File: src/rtl/noc_inj_pkg.sv
// Shared types for the NoC packet injector: flit types, FSM states,
// head-flit field layout and the node-id to mesh-coordinate helper.
package noc_inj_pkg;

    typedef enum logic [1:0] {
        FLIT_IDLE = 2'b00,
        FLIT_HEAD = 2'b01,
        FLIT_BODY = 2'b10,
        FLIT_TAIL = 2'b11
    } flit_type_t;

    typedef enum logic [1:0] {
        ST_IDLE,
        ST_HEAD,
        ST_PAYLOAD
    } state_t;

    localparam int HEAD_COORD_W = 4;
    localparam int HEAD_SRC_W   = 4;
    localparam int HEAD_DX_LSB  = 0;
    localparam int HEAD_DY_LSB  = 4;
    localparam int HEAD_SRC_LSB = 8;
    localparam int HEAD_LEN_LSB = 12;

    typedef struct packed {
        logic [HEAD_COORD_W-1:0] y;
        logic [HEAD_COORD_W-1:0] x;
    } node_xy_t;

    // Row-major node id: id = y*cols + x.
    function automatic node_xy_t node_to_xy(input logic [3:0] id, input int cols);
        node_xy_t xy;
        xy.x = HEAD_COORD_W'(int'(id) % cols);
        xy.y = HEAD_COORD_W'(int'(id) / cols);
        return xy;
    endfunction

endpackage

File: src/rtl/noc_inj_out_reg.sv
// Single-entry flit output register: holds a flit until the consumer takes it.
// A flit whose type field is 00 means the register is empty.
module noc_inj_out_reg
    import noc_inj_pkg::*;
#(
    parameter int FLIT_W = 34
) (
    input  logic              clk,
    input  logic              rst,
    input  logic              load_i,
    input  logic [FLIT_W-1:0] flit_i,
    input  logic              ready_i,
    output logic [FLIT_W-1:0] flit_o,
    output logic              valid_o,
    output logic              xfer_o
);

    logic [FLIT_W-1:0] flit_q, flit_d;

    assign valid_o = flit_type_t'(flit_q[FLIT_W-1 -: 2]) != FLIT_IDLE;
    assign xfer_o  = valid_o & ready_i;
    assign flit_o  = flit_q;

    // NOTE: default assigned first so every path drives flit_d and no latch is inferred.
    always_comb begin
        flit_d = flit_q;
        if (load_i) begin
            flit_d = flit_i;
        end else if (xfer_o) begin
            flit_d = '0;
        end
    end

    // NOTE: non-blocking for registered state so all flops update together at the edge.
    always_ff @(posedge clk or posedge rst) begin
        if (rst) begin
            flit_q <= '0;
        end else begin
            flit_q <= flit_d;
        end
    end

endmodule

File: src/rtl/noc_packet_injector.sv
// Host-side packet injector: one request plus payload words -> head/body/tail flits.
// Define NOC_INJ_STATS_EN to add saturating packet/flit/stall counters.
module noc_packet_injector
    import noc_inj_pkg::*;
#(
    parameter int          X      = 3,
    parameter int          Y      = 3,
    parameter int          DATA_W = 32,
    parameter int          LEN_W  = 8,
    parameter logic [3:0]  SRC_ID = 4'd15,
    parameter int          FLIT_W = DATA_W + 2
) (
    input  logic              clk,
    input  logic              rst,
    input  logic              req_valid,
    output logic              req_ready,
    input  logic [3:0]        req_dest,
    input  logic [LEN_W-1:0]  req_len,
    input  logic              data_valid,
    output logic              data_ready,
    input  logic [DATA_W-1:0] data_in,
    output logic [FLIT_W-1:0] flitOut,
    input  logic              networkReady,
    output logic              busy,
    output logic              err_drop
`ifdef NOC_INJ_STATS_EN
    ,
    output logic [31:0]       stat_pkts,
    output logic [31:0]       stat_flits,
    output logic [31:0]       stat_stall
`endif
);

    state_t              state_q, state_d;
    logic [LEN_W-1:0]    rem_q, rem_d;
    logic                req_ready_q;
    logic                err_q, err_d;
    logic                load;
    logic [FLIT_W-1:0]   load_flit;
    logic                out_valid, xfer;
    flit_type_t          out_type;
    logic [DATA_W-1:0]   head_payload;
    node_xy_t            dest_xy;
    logic                req_acc, req_bad, word_acc;

    assign req_acc  = req_valid & req_ready_q;
    assign req_bad  = (int'(req_dest) >= X * Y) || (req_len == '0);
    assign out_type = flit_type_t'(flitOut[FLIT_W-1 -: 2]);
    assign dest_xy  = node_to_xy(req_dest, X);

    always_comb begin
        head_payload = '0;
        head_payload[HEAD_DX_LSB  +: HEAD_COORD_W] = dest_xy.x;
        head_payload[HEAD_DY_LSB  +: HEAD_COORD_W] = dest_xy.y;
        head_payload[HEAD_SRC_LSB +: HEAD_SRC_W]   = SRC_ID;
        head_payload[HEAD_LEN_LSB +: LEN_W]        = req_len;
    end

    // The head sits in the output register for the whole HEAD state, so the first
    // word can be pulled in on the head's transfer cycle with no bubble.
    assign data_ready = (state_q != ST_IDLE) && (rem_q != '0) && (!out_valid || networkReady);
    assign word_acc   = data_ready & data_valid;

    always_comb begin
        state_d   = state_q;
        rem_d     = rem_q;
        err_d     = 1'b0;
        load      = 1'b0;
        load_flit = '0;
        case (state_q)
            ST_IDLE: begin
                if (req_acc) begin
                    if (req_bad) begin
                        err_d = 1'b1;
                    end else begin
                        state_d   = ST_HEAD;
                        rem_d     = req_len;
                        load      = 1'b1;
                        load_flit = {FLIT_HEAD, head_payload};
                    end
                end
            end
            ST_HEAD: begin
                if (xfer) state_d = ST_PAYLOAD;
            end
            ST_PAYLOAD: begin
                if (xfer && out_type == FLIT_TAIL) state_d = ST_IDLE;
            end
            default: state_d = ST_IDLE;
        endcase
        if (word_acc) begin
            load      = 1'b1;
            load_flit = {(rem_q == LEN_W'(1)) ? FLIT_TAIL : FLIT_BODY, data_in};
            rem_d     = rem_q - LEN_W'(1);
        end
    end

    always_ff @(posedge clk or posedge rst) begin
        if (rst) begin
            state_q     <= ST_IDLE;
            rem_q       <= '0;
            req_ready_q <= 1'b0;
            err_q       <= 1'b0;
        end else begin
            state_q     <= state_d;
            rem_q       <= rem_d;
            req_ready_q <= (state_d == ST_IDLE);
            err_q       <= err_d;
        end
    end

    assign req_ready = req_ready_q;
    assign err_drop  = err_q;
    assign busy      = (state_q != ST_IDLE);

    noc_inj_out_reg #(
        .FLIT_W (FLIT_W)
    ) u_out_reg (
        .clk     (clk),
        .rst     (rst),
        .load_i  (load),
        .flit_i  (load_flit),
        .ready_i (networkReady),
        .flit_o  (flitOut),
        .valid_o (out_valid),
        .xfer_o  (xfer)
    );

`ifdef NOC_INJ_STATS_EN
    logic [31:0] pkts_q, flits_q, stall_q;

    always_ff @(posedge clk or posedge rst) begin
        if (rst) begin
            pkts_q  <= '0;
            flits_q <= '0;
            stall_q <= '0;
        end else begin
            if (xfer && out_type == FLIT_TAIL && pkts_q != '1) pkts_q <= pkts_q + 32'd1;
            if (xfer && flits_q != '1) flits_q <= flits_q + 32'd1;
            if (out_valid && !networkReady && stall_q != '1) stall_q <= stall_q + 32'd1;
        end
    end

    assign stat_pkts  = pkts_q;
    assign stat_flits = flits_q;
    assign stat_stall = stall_q;
`endif

endmodule

File: config.mk
export PLATFORM = sky130hd
export DESIGN_NAME = noc_packet_injector
export DESIGN_NICKNAME = d
export VERILOG_FILES = /design/src/rtl/noc_inj_pkg.sv /design/src/rtl/noc_inj_out_reg.sv /design/src/rtl/noc_packet_injector.sv
export SDC_FILE = /design/constraint.sdc
export NUM_CORES = 1
export LEC_CHECK = 0
export CAP_MARGIN = 25
export CORE_MARGIN = 2
export CORE_UTILIZATION = 47
export DETAILED_ROUTE_END_ITERATION = 8
export PLACE_DENSITY = 0.81
export SYNTH_ARGS = -nofsm -noshare
export SYNTH_HDL_FRONTEND = slang
export SYNTH_HIERARCHICAL = 1
export SYNTH_SLANG_ARGS = --single-unit
File: constraint.sdc
create_clock -name clk -period 2.25 [get_ports clk]
set_clock_uncertainty 0.2 [all_clocks]
set_input_delay 0.45 -clock clk [delete_from_list [all_inputs] [get_ports clk]]
set_output_delay 0.45 -clock clk [all_outputs]
set_load 0.05 [all_outputs]
==> impl_metrics.ini <==
[cts]
cts.clk_slew.worst_paths_ns = 0.09
numCtsBuffers = 5
htreeDepth = 2
cts_hold_buf = 0
cts_tree = done
clock_latency_ns = 0.30
cts-root-buf = clkbuf_8
clock-sinks = 46
cts_buffer_depth = 2

[worst_hold_path]
worstHoldPathType = input pin to asynchronous set/reset pin

[critical_path]
critPathSlowestCell = or3_4
path_max_fanout = 4
cp_slowest_stage_delay_ns = 0.37
start_kind = input pin
rrSetupSlack_ns = 0.15
critical_path.endpoint_type = register
crit_type = input pin to register
reg2regPathDepth = 9
rr_endpoint = u_out_reg/flit_o[32]
path_cells = buf_8, or2b_1, inv_2, ha_4, a21oi_4, mux2i_2, ha_2, or3_4, or3_1, a32o_1, nand2_1, o21ai_2
required_ns = 2.24
r2r-start = rem_q[1]
worst_ep_arrival_time_ns = 2.55

[floorplanning]
core_area_mm2 = 0.00585
die_area_mm2 = 0.00660
io_pins = 87
die_h_um = 81.3
fp.dieW_um = 81.3
core.rowCount = 28
start_util_pct = 47.9

[drt]
via_count = 2834
met3_length_um = 461
met1_length_um = 3460
wl_per_cell_um = 15.4
wirelength_um = 8200
wl_met2_um = 4140
postRouteAntennaNets = 0
viasPerCell = 5.32
drt_first_iter_violations = 175
first_pass_iters = 5
highest_layer = met4
drcViolationCount = 0

[outcome]
status = complete, but fails checks
violations = setup timing

[pwr]
p_sw_share_pct = 47.5
irDropWorstVdd_mv = 0.820
pwr-share-clk_pct = 9.1
p_leak_uw = 0.00195
comb_power_share_pct = 66.4
power.density_mw_per_mm2 = 1250
p_int_uw = 2950
p_switching_uw = 2670
pwr-share-seq_pct = 24.4

[synth]
syn_area_per_cell_um2 = 8.63
synth_cell_type_count = 48
ys_warn_count = 6
synthArstFlopShare_pct = 100
syn_area_mm2 = 0.00281
synth-main-ff-cell = dfrtp_1
syn_nets = 380
syn_inst = 325
ys_seq_area_share_pct = 41.0
yosys-top-cells-count = 81 x nand2_1, 46 x dfrtp_1, 36 x nand2b_1
yosys-top-cells-area = dfrtp_1 41%, nand2_1 11%, o21ai_2 9.1%
synth_top_area_share_pct = 41.0
yosysMostFrequentCell = nand2_1
synth_top_area_cell = dfrtp_1
synth_edf_count = 0
ys_ff_latch = 46

[global_route]
grt-ovfl-total = 0
grtUsageTotal_pct = 24.3
antenna_found_initial = 0
grt_pass1_vias = 2664
grt_first_pass_wirelength_um = 12300
grt_max_degree = 26

[sta]
fin_crit_ns = 2.56
fin_tns_setup_ns = -0.912
max_freq_ghz = 0.390
finalHoldViolations = 0
period_share_pct = 114
layout_setup_ws_ns = -0.311
slew_viol_final = 0
setup_viol_count_final = 6
rsz0062_at_grt = true
max-slew-margin-rel_pct = 64.3
tightestPinTransition_ns = 0.534

[placement]
dp_hpwl_um = 5800
gp_congestion = 0.890
post-place-ws_ns = -1.04
numPortBuffers = 86

[job]
cap_violations = 0

[cells_and_area]
antenna_cells = 0
drive_above_1_share_pct = 34.3
synthToLayoutAreaGrowth_pct = 60.4
num-nets-final = 512
cells in the final DEF, fill, tap and decap left out, drive strengths merged, types with 2 or more instances in the layout:
cell           count
nand2             81
clkdlybuf4s50     80
buf               61
dfrtp             46
o21ai             46
nand2b            36
and2              14
inv               11
nand3              8
o211ai             7
nor2               6
ha                 6
clkbuf             5
nor2b              4
a21oi              4
nor3               3
nor4               3
or3                3
nand4              2
or2b               2
nand3b             2
a32o               2
nor3b              2
o21a               2
clkinv             2
final cells by class:
cell class / instances / area, um2
clock inverter: 3 / 21.3
timing repair buffer: 142 / 1380
inverter: 11 / 43.8
sequential: 46 / 1150
tap: 75 / 93.8
clock buffer: 5 / 68.8
multi-input combinational: 251 / 1740
fill: 396 / 1350
power groups by stage:
stage          clock [uW]  sequential (uW)  combinational [uW]
2_1_floorplan           0             2110                1670
3_3_place_gp            0             1360                3450
3_5_place_dp            0             1370                3530
4_1_cts               516             1360                3600
5_1_grt               559             1410                3940
6_report              512             1370                3730
kinds of logic (layout without fill, tap and decap cells):
kind of cell | after synthesis | in the layout | synth area share (%)
adders and majority gates | 6 | 6 | 2.68
and+or+nand+nor | 169 | 169 | 30.0
DFF | 46 | 46 | 41.0
buffers and inverters | 28 | 161 | 5.17
muxes | 1 | 1 | 0.357
xor gates and xnor gates | 1 | 1 | 0.312
AOI/OAI and AO/OA | 74 | 74 | 20.4
worst max-delay path: cells and delay by family:
kind | cells | cell delay (ns)
simple gates | 4 | 1.01
fa+ha+maj | 2 | 0.36
compound gates | 3 | 0.36
buf+inv | 2 | 0.19
mux | 1 | 0.18
metrics by stage:
step                util, %  hold slack (ns)  instances  area (um2)  total power [uW]
floorplan                 -            0.115        325        3040              3780
global placement       72.4            0.307        515        4240              4810
detailed placement     72.4            0.324        515        4240              4900
CTS                    75.1            0.302        527        4400              5470
global route           76.9            0.345        533        4500              5910
finish                 76.9            0.303        533        4500              5620
repair_timing:
action                     in CTS  in global routing
resized for setup              20                 13
setup endpoints to repair      26                 43
pin swaps                       8                  6
setup buffers                   4                  6
registers in the layout, summed over array words and instances (netlist names):
| name | flops |
|---|---|
| err_drop | 1 |
| rem_q | 8 |
| req_ready | 1 |
| state_q | 2 |
| u_out_reg/flit_o | 34 |
per-layer routing:
metal  GRT usage [%]  vias to the layer above
li1                -                     1362
met1            32.2                     1341
met2            40.8                      116
met3            3.89                       15
met4            7.80                        0
met5               0                        -
worst max path at each step:
stage,startpoint,end,slack [ns],cells past startpoint
after floorplan,req_dest[3],u_out_reg/flit_o[0],-0.56,12
after global placement,req_dest[2],u_out_reg/flit_o[1],-0.94,12
after detailed placement,req_dest[2],u_out_reg/flit_o[0],-1.04,12
after CTS,req_dest[3],u_out_reg/flit_o[0],-0.34,12
after global routing,req_dest[3],u_out_reg/flit_o[0],-0.38,12
final,req_dest[3],u_out_reg/flit_o[0],-0.31,12
(Power assumes the default switching activity.)
